**config.mk**
```make
export PLATFORM = sky130hd
export DESIGN_NAME = alu_issue_ctrl
export DESIGN_NICKNAME = d
export VERILOG_FILES = /design/src/rtl/alu_pkg.sv /design/src/rtl/alu_regfile.sv /design/src/rtl/alu_issue_ctrl.sv
export SDC_FILE = /design/constraint.sdc
export NUM_CORES = 1
export LEC_CHECK = 0
export CAP_MARGIN = 20
export CORE_UTILIZATION = 50
export CTS_BUF_LIST = sky130_fd_sc_hd__clkbuf_8
export CTS_CLUSTER_SIZE = 28
export DETAILED_ROUTE_END_ITERATION = 6
export PLACE_DENSITY_LB_ADDON = 0.15
export SLEW_MARGIN = 20
export SYNTH_ARGS = -nofsm -noshare
export SYNTH_HDL_FRONTEND = slang
export SYNTH_SLANG_ARGS = --single-unit
```
**constraint.sdc**
```tcl
create_clock -name clk -period 26.5 [get_ports clk]
set_input_delay 3.975 -clock clk [delete_from_list [all_inputs] [get_ports clk]]
set_output_delay 3.975 -clock clk [all_outputs]
set_load 0.1 [all_outputs]
```
**src/rtl/alu_pkg.sv**
```systemverilog
// Shared types for the ALU issue/writeback controller: opcodes, instruction layout, FSM states.
package alu_pkg;

  localparam int REG_W  = 24;
  localparam int REG_AW = 4;

  typedef enum logic [3:0] {
    OP_ADD = 4'd0,
    OP_SUB = 4'd1,
    OP_MUL = 4'd2,
    OP_XOR = 4'd3,
    OP_INV = 4'd4,
    OP_AND = 4'd5,
    OP_OR  = 4'd6,
    OP_LDI = 4'd7
  } opcode_e;

  // Field order fixes the bit positions: [23:20] opcode, [19:16] rd, [15:12] rsa, [11:8] rsb, [7:0] imm8.
  typedef struct packed {
    logic [3:0] opcode;
    logic [3:0] rd;
    logic [3:0] rsa;
    logic [3:0] rsb;
    logic [7:0] imm8;
  } instr_t;

  typedef enum logic [1:0] {
    ST_IDLE = 2'd0,
    ST_EXEC = 2'd1,
    ST_WB   = 2'd2
  } state_e;

  function automatic logic is_illegal(input logic [3:0] opcode);
    return opcode[3];
  endfunction

endpackage

```
**src/rtl/alu_regfile.sv**
```systemverilog
// Register file: NREGS x 24, two async read ports, async debug read, one sync write port.
module alu_regfile
  import alu_pkg::*;
#(
  parameter int NREGS = 16
) (
  input  logic              clk,
  input  logic              rst,
  input  logic [REG_AW-1:0] i_ra_addr,
  input  logic [REG_AW-1:0] i_rb_addr,
  input  logic [REG_AW-1:0] i_dbg_addr,
  input  logic              i_we,
  input  logic [REG_AW-1:0] i_wa,
  input  logic [REG_W-1:0]  i_wd,
  output logic [REG_W-1:0]  o_ra_data,
  output logic [REG_W-1:0]  o_rb_data,
  output logic [REG_W-1:0]  o_dbg_data
);

  logic [REG_W-1:0] r_mem [NREGS];

  // NOTE: every entry must clear on reset, so this stays in flops rather than a RAM macro.
  always_ff @(posedge clk or posedge rst) begin
    if (rst) begin
      for (int i = 0; i < NREGS; i++) r_mem[i] <= '0;
    end else if (i_we) begin
      r_mem[i_wa] <= i_wd;
    end
  end

  assign o_ra_data  = r_mem[i_ra_addr];
  assign o_rb_data  = r_mem[i_rb_addr];
  assign o_dbg_data = r_mem[i_dbg_addr];

endmodule

```
**src/rtl/alu_issue_ctrl.sv**
```systemverilog
// Issues one instruction at a time to an external 24-bit ALU and writes the result back.
// Optional ALU_ISSUE_FLAGS_EN adds registered zero/negative flags updated on each writeback.
module alu_issue_ctrl
  import alu_pkg::*;
#(
  parameter int MUL_CYCLES = 2,
  parameter int NREGS      = 16
) (
  input  logic              clk,
  input  logic              rst,
  input  logic              instr_valid,
  input  logic [23:0]       instr,
  output logic              instr_ready,
  output logic [3:0]        alu_opcode,
  output logic [REG_W-1:0]  alu_opA,
  output logic [REG_W-1:0]  alu_opB,
  input  logic [REG_W-1:0]  alu_result,
  output logic              busy,
  output logic              wb_valid,
  output logic [REG_AW-1:0] wb_addr,
  output logic [REG_W-1:0]  wb_data,
  output logic              err,
  input  logic [REG_AW-1:0] dbg_addr,
  output logic [REG_W-1:0]  dbg_data
`ifdef ALU_ISSUE_FLAGS_EN
  ,
  output logic              flag_z,
  output logic              flag_n
`endif
);

  localparam int CNT_W = (MUL_CYCLES > 0) ? $clog2(MUL_CYCLES + 1) : 1;
  localparam logic [CNT_W-1:0] CNT_MUL = CNT_W'(MUL_CYCLES);

  instr_t             w_instr;
  logic [REG_W-1:0]   w_ra_data;
  logic [REG_W-1:0]   w_rb_data;
  state_e             r_state;
  logic [REG_AW-1:0]  r_rd;
  logic [CNT_W-1:0]   r_cnt;
  logic [3:0]         r_alu_opcode;
  logic [REG_W-1:0]   r_alu_opA;
  logic [REG_W-1:0]   r_alu_opB;
  logic               r_wb_valid;
  logic [REG_AW-1:0]  r_wb_addr;
  logic [REG_W-1:0]   r_wb_data;
  logic               r_err;

  assign w_instr = instr_t'(instr);

  alu_regfile #(.NREGS(NREGS)) u_regfile (
    .clk        (clk),
    .rst        (rst),
    .i_ra_addr  (w_instr.rsa),
    .i_rb_addr  (w_instr.rsb),
    .i_dbg_addr (dbg_addr),
    .i_we       (r_state == ST_WB),
    .i_wa       (r_wb_addr),
    .i_wd       (r_wb_data),
    .o_ra_data  (w_ra_data),
    .o_rb_data  (w_rb_data),
    .o_dbg_data (dbg_data)
  );

  // NOTE: err and wb_valid default low every cycle so they can only ever be single-cycle pulses.
  always_ff @(posedge clk or posedge rst) begin
    if (rst) begin
      r_state      <= ST_IDLE;
      r_rd         <= '0;
      r_cnt        <= '0;
      r_alu_opcode <= '0;
      r_alu_opA    <= '0;
      r_alu_opB    <= '0;
      r_wb_valid   <= 1'b0;
      r_wb_addr    <= '0;
      r_wb_data    <= '0;
      r_err        <= 1'b0;
    end else begin
      r_err      <= 1'b0;
      r_wb_valid <= 1'b0;
      unique case (r_state)
        ST_IDLE: begin
          if (instr_valid) begin
            if (is_illegal(w_instr.opcode)) begin
              r_err <= 1'b1;
            end else begin
              r_rd         <= w_instr.rd;
              r_alu_opcode <= w_instr.opcode;
              r_alu_opA    <= (w_instr.opcode == OP_LDI) ? {16'd0, w_instr.imm8} : w_ra_data;
              r_alu_opB    <= w_rb_data;
              r_cnt        <= (w_instr.opcode == OP_MUL) ? CNT_MUL : '0;
              r_state      <= ST_EXEC;
            end
          end
        end
        ST_EXEC: begin
          if (r_cnt == '0) begin
            r_state    <= ST_WB;
            r_wb_valid <= 1'b1;
            r_wb_addr  <= r_rd;
            r_wb_data  <= (r_alu_opcode == OP_LDI) ? r_alu_opA : alu_result;
          end else begin
            r_cnt <= r_cnt - CNT_W'(1);
          end
        end
        ST_WB:   r_state <= ST_IDLE;
        default: r_state <= ST_IDLE;
      endcase
    end
  end

`ifdef ALU_ISSUE_FLAGS_EN
  logic r_flag_z;
  logic r_flag_n;

  always_ff @(posedge clk or posedge rst) begin
    if (rst) begin
      r_flag_z <= 1'b0;
      r_flag_n <= 1'b0;
    end else if (r_state == ST_WB) begin
      r_flag_z <= (r_wb_data == '0);
      r_flag_n <= r_wb_data[REG_W-1];
    end
  end

  assign flag_z = r_flag_z;
  assign flag_n = r_flag_n;
`endif

  assign instr_ready = (r_state == ST_IDLE);
  assign busy        = (r_state != ST_IDLE);
  assign alu_opcode  = r_alu_opcode;
  assign alu_opA     = r_alu_opA;
  assign alu_opB     = r_alu_opB;
  assign wb_valid    = r_wb_valid;
  assign wb_addr     = r_wb_addr;
  assign wb_data     = r_wb_data;
  assign err         = r_err;

endmodule

```
==> impl_metrics.csv, run 1 <==
group,metric,value,unit
synth,synthTopCellsByArea,"dfrtp_1, mux4_2, mux2_2",
pwr,peakVddDrop,0.109,mV
sta,drv_slew,0,
critical_path,worst-path-buf-inv,3,
finish,antenna_cells,0,
placement,place_ws,14.86,ns
detailed_routing,drc,0,
clock_tree,clk_path_buf_depth,3,
critical_path,path_max_fanout,49,
detailed_routing,via_per_inst,6.83,
critical_path,crit_type,"in -> out",
floorplanning,initial_core_util,50.9,%
critical_path,startpoint_type,"input port",
synth,synth_fp_nets,1775,
clock_tree,clk_pin_slew_worst_paths,0.06,ns
placement,dp_hpwl,45900,µm
finish,fin_nets,1884,
detailed_routing,drt_first_pass_iters,5,
sta,hold_violations,0,
floorplanning,core,51700,µm²
floorplanning,die_area,53600,µm²
critical_path,endpoint_kind,"primary output",
global_routing,grt_usage,30.9,%
floorplanning,die_h,231,µm
clock_tree,clkLatencyLatePin,0.67,ns
detailed_routing,totalWireLength,79700,µm
critical_path,reg2reg_slack,23.16,ns
detailed_routing,drt_iter0_drc,2048,
detailed_routing,ant_nets,0,
clock_tree,cts_setup_buffers,0,
synth,synth_top_area_cell,"dfrtp_1",
clock_tree,postCtsHoldBufs,0,
sta,setup_viol,0,
clock_tree,htreeDepth,3,
finish,fin_util,58.3,%
critical_path,crit_path_max_incr_delay,1.00,ns
finish,syn2layout_area_growth,14.5,%
sta,final.setup_skew,0.0265,ns
floorplanning,chipWidth,231,µm
global_routing,grt_pass1_wl,121000,µm
finish,drive_gt1_share,46.9,%
global_routing,grt_pass1_vias,18100,
sta,fin_crit,11.56,ns
clock_tree,clock_sink_count,473,
critical_path,crit_chain,"buf_6 -> buf_4 -> mux4_2 -> mux4_2 -> clkdlybuf4s50_1",
detailed_routing,vias,17600,
clock_tree,cts_tree,"built",
placement,portBuffers,161,
synth,syn_inst,1719,
critical_path,cpMostUsedCell,"mux4_2",
synth,syn_area,26300,µm²
finish,design_area,30100,µm²
global_routing,antenna_found_initial,1,
synth,yosysTopAreaCellShare,45.0,%
detailed_routing,wire_per_inst,31.0,µm
synth,synth.distinct_cells,40,
global_routing,grt-ovfl-total,0,
synth,ys_ff_latch,473,
run,cap_violations,0,
critical_path,path_delay_family,"buffers and inverters",
clock_tree,cts-resized-gates,0,
hold_path,hold_class,"reg -> reg",
pwr,p_total,3080,µW
sta,setup_tns,0,ns
finish,final_cell_mix,"dfrtp_1, mux2_2, mux4_2",
clock_tree,cts_root_buf,"clkbuf_8",
critical_path,cp_data_arrival_time,7.58,ns
finish,layout_commonest_cell,"dfrtp_1",
sta,rsz0062_at_grt,"no",
critical_path,required,22.52,ns
placement,gp_congestion,0.831,
outcome,status,"finished, final reports clean",
pwr,p_leak,0.0135,µW
synth,avgSynthCellArea,15.3,µm²
sta,relSlewSlack,21.4,%
critical_path,cp_slowest_cell,"clkdlybuf4s50_1",
clock_tree,cts_buffers,82,
sta,max_freq,86.5,MHz
sta,worstMarginPinSlew,1.18,ns
floorplanning,rows,83,
synth,yosysWarnings,0,
floorplanning,pin_count,163,
placement,place_area,28400,µm²
pwr,p_per_area,102,nW/µm²
global_routing,grt_max_degree,113,
synth,ys_seq_area_share,45.0,%
sta,period_share,43.6,%
sta,fin_ws,14.94,ns
-- where the power goes --
group	switching (µW)	leakage [µW]	internal (µW)
sequential	281	0.00640	918
combinational	706	0.00607	466
clock	310	0.00102	401
-- final timing paths --
path | end | from | cells past startpoint
min reg2reg | wb_addr[0] | r_rd[0] | 2
min in group asynchronous | u_regfile.r_mem[23] | rst | 2
max in group asynchronous | u_regfile.r_mem[343] | rst | 4
max reg2reg | alu_opB[11] | r_state[1] | 6
max | dbg_data[21] | dbg_addr[0] | 5
min | wb_addr[0] | r_rd[0] | 2
-- worst reg2reg max path: stages (launching register included) --
cell and delay (ns):
dfrtp_1 0.47, or4b_4 0.71, buf_4 0.45, nor3b_4 0.84
buf_4 0.45, a22oi_1 0.19, o311ai_1 0.12
-- cells by family after synthesis --
logic type	count (synthesis)	share of synthesized area, %
multiplexers	752	44.9
flip-flops	473	45.0
buffers and inverters	184	3.02
AO/OA/AOI/OAI	163	4.45
AND/OR/NAND/NOR	145	2.62
adder cells (fa/ha/maj)	1	0.0475
other	1	0.0142
-- cell type report --
type                    count  area [µm²]
flip-flops and latches    473       11800
fillers                  4037       21600
multi-input cells        1062       13800
well taps                 680         851
inverters                   7        33.8
clock inverters            39         239
repair buffers            202        1890
clock buffers             111        1530
-- flip-flops by register name (all words and copies together), names as in the netlist --
register and flops:
alu_opB 24, r_state 2, wb_data 24, alu_opcode 3, u_regfile.r_mem 384, err 1, alu_opA 24, r_rd 4
wb_addr 4, wb_valid 1, r_cnt 2
-- metrics by stage --
step                hold slack [ns]  cells
detailed placement            0.453   2424
CTS                           0.448   2574
global placement              0.450   2424
floorplan                     0.439   1719
global route                  0.497   2574
finish                        0.451   2574
-- cell usage after synthesis --
cell type  instances
o311ai_0           8
clkbuf_1          97
dfrtp_1          473
nand3_1            3
nor4b_1            1
nand2_1          108
a31oi_1            9
and2_0             1
o311ai_1          10
buf_2             53
mux2i_1           58
ha_1               1
nor3_1             1
buf_1             20
a22o_1            16
buf_4              4
and4bb_1           1
buf_6              3
nor2_1             5
nor4b_2            2
nand3b_1           1
and2_1             2
o22ai_1            9
and4bb_2           1
nor2b_1            6
and3_1             5
nor3b_4            1
or3b_2             1
a221oi_1           8
nand4b_1           1
a22oi_1           70
nor3b_2            2
mux4_2           304
conb_1             1
or4b_1             1
o21ai_0           33
nand2b_1           1
mux2_2           390
and4b_1            1
inv_1              7
-- per-layer routing --
layer,share of wire [%],vias up,global-route usage [%]
li1,-,7096,-
met3,8.6,192,7.22
met1,41,9347,43.8
met5,0,-,0
met4,3.7,0,12.5
met2,46,951,46.1
Note: power is estimated with default switching activity, not from simulation.
==> run 2: changes to the inputs <==
==> constraint.sdc (replaced) <==
create_clock -name clk -period 9.9 [get_ports clk]
set_input_delay 1.485 -clock clk [delete_from_list [all_inputs] [get_ports clk]]
set_output_delay 1.485 -clock clk [all_outputs]
set_load 0.1 [all_outputs]
==> impl_metrics.csv, run 2 (synthesis gave the netlist of run 1 again) <==
group,metric,value,unit
outcome,status,"finished, final reports clean",
hold_path,hold_class,"reg -> reg",
pwr,swShare,42.3,%
finish,drive_gt1_share,46.8,%
sta,setup_tns,0,ns
sta,worstMarginPinSlew,1.19,ns
critical_path,crit_chain,"buf_6 -> buf_4 -> mux4_2 -> mux4_2 -> clkdlybuf4s50_1",
critical_path,crit_path_max_incr_delay,1.01,ns
clock_tree,cts_root_buf,"clkbuf_8",
pwr,peakVddDrop,0.243,mV
pwr,p_leak,0.0134,µW
detailed_routing,via_per_inst,6.94,
sta,setup_viol,0,
sta,final.setup_skew,0.0197,ns
global_routing,grt_pass1_vias,18300,
pwr,p_int,4720,µW
critical_path,startpoint_type,"input port",
critical_path,endpoint_kind,"primary output",
finish,largest_reg_flops,384,
floorplanning,core,51700,µm²
floorplanning,chipWidth,231,µm
sta,drv_slew,0,
finish,final-instance-count-excl-fill,2566,
finish,fillers,4104,
run,cap_violations,0,
floorplanning,rows,83,
critical_path,startpoint,"dbg_addr[0]",
detailed_routing,drt_first_pass_iters,5,
floorplanning,pin_count,163,
pwr,clkPwrFrac,22.4,%
clock_tree,clk_path_buf_depth,3,
sta,relSlewSlack,20.5,%
critical_path,crit_end,"dbg_data[0]",
critical_path,required,8.42,ns
critical_path,r2r-start,"r_state[1]",
finish,antenna_cells,0,
pwr,p_seq_share,39.2,%
detailed_routing,drt_iter0_drc,1948,
placement,gp_congestion,0.842,
finish,regMostFlops,"u_regfile.r_mem",
placement,dp_hpwl,45400,µm
critical_path,cp_slowest_cell,"clkdlybuf4s50_1",
critical_path,crit_type,"in -> out",
clock_tree,cts_tree,"built",
critical_path,reg2reg_slack,6.47,ns
detailed_routing,drc,0,
detailed_routing,totalWireLength,79800,µm
global_routing,antenna_found_initial,0,
critical_path,cp_data_arrival_time,5.09,ns
pwr,power_switching,3470,µW
sta,hold_violations,0,
critical_path,ff2ff_path_depth,6,
floorplanning,initial_core_util,50.9,%
clock_tree,htreeDepth,3,
global_routing,grt-ovfl-total,0,
detailed_routing,vias,17800,
clock_tree,clkLatencyLatePin,0.66,ns
global_routing,grt_max_degree,187,
finish,regArea,11800,µm²
clock_tree,cts_setup_buffers,0,
finish,final_cell_mix,"dfrtp_1, mux2_2, mux4_2",
critical_path,r2r-end,"alu_opB[15]",
detailed_routing,wire_per_inst,31.1,µm
placement,portBuffers,161,
pwr,p_per_area,272,nW/µm²
floorplanning,die_area,53600,µm²
critical_path,path_max_fanout,65,
clock_tree,clock_sink_count,473,
placement,placed_cells,2421,
finish,syn2layout_area_growth,14.2,%
global_routing,grt_pass1_wl,120000,µm
global_routing,grt_usage,30.6,%
clock_tree,postCtsHoldBufs,0,
sta,max_freq,152,MHz
pwr,pwr-share-comb,38.4,%
floorplanning,die_h,231,µm
critical_path,cpMostUsedCell,"mux4_2",
sta,period_share,66.4,%
clock_tree,cts_buffers,82,
finish,layout_commonest_cell,"dfrtp_1",
pwr,p_total,8190,µW
detailed_routing,ant_nets,0,
sta,rsz0062_at_grt,"no",
finish,multi_input_area,13800,µm²
finish,fin_nets,1881,
clock_tree,clk_pin_slew_worst_paths,0.06,ns
clock_tree,cts-resized-gates,0,
sta,fin_crit,6.58,ns
==> run 2: worst max-delay path, delay by kind of cell <==
family   cells  cell delay (ns)
buf+inv      3             2.40
mux          2             1.13
==> run 2: how the worst min path moves through the flow <==
stage / endpoint / cells past startpoint / slack (ns) / start
6_report: wb_addr[1] / 2 / 0.47 / r_rd[1]
5_1_grt: r_rd[1] / 2 / 0.50 / r_rd[1]
4_1_cts: wb_addr[1] / 2 / 0.47 / r_rd[1]
3_5_place_dp: wb_addr[1] / 2 / 0.46 / r_rd[1]
3_3_place_gp: wb_addr[1] / 2 / 0.45 / r_rd[1]
2_1_floorplan: wb_addr[0] / 2 / 0.44 / r_rd[0]
==> run 2: metal layers <==
layer	up-vias	routed length, µm	GRT usage, %	part of all wire (%)
met5	-	0	0	0
met4	0	3210	13.4	4.0
met3	204	7100	6.52	8.9
met2	997	36200	45.2	45
met1	9537	33300	43.9	42
li1	7067	-	-	-
==> run 2: stage by stage <==
stage               area [µm²]  utilization, %  hold slack (ns)  worst slack [ns]
floorplan                26300               -            0.439              2.01
global placement         28400            54.9            0.453              3.39
detailed placement       28400            54.9            0.457              3.28
CTS                      30100            58.1            0.471              3.27
global route             30100            58.1            0.503              3.15
finish                   30100            58.1            0.472              3.32
==> run 2: layout make-up <==
type / instances / area share, %
multi-input cells: 1062 / 45.8
well taps: 680 / 2.83
clock inverters: 38 / 0.699
clock buffers: 107 / 4.90
repair buffers: 199 / 6.30
flip-flops and latches: 473 / 39.4
inverters: 7 / 0.0999
==> run 2: power by group through the flow <==
stage | Clock [µW] | Sequential (µW) | Combinational [µW]
2_1_floorplan | 0 | 3810 | 1650
3_3_place_gp | 0 | 3200 | 3100
3_5_place_dp | 0 | 3220 | 3150
4_1_cts | 1870 | 3190 | 3160
5_1_grt | 1950 | 3290 | 3290
6_report | 1830 | 3210 | 3140
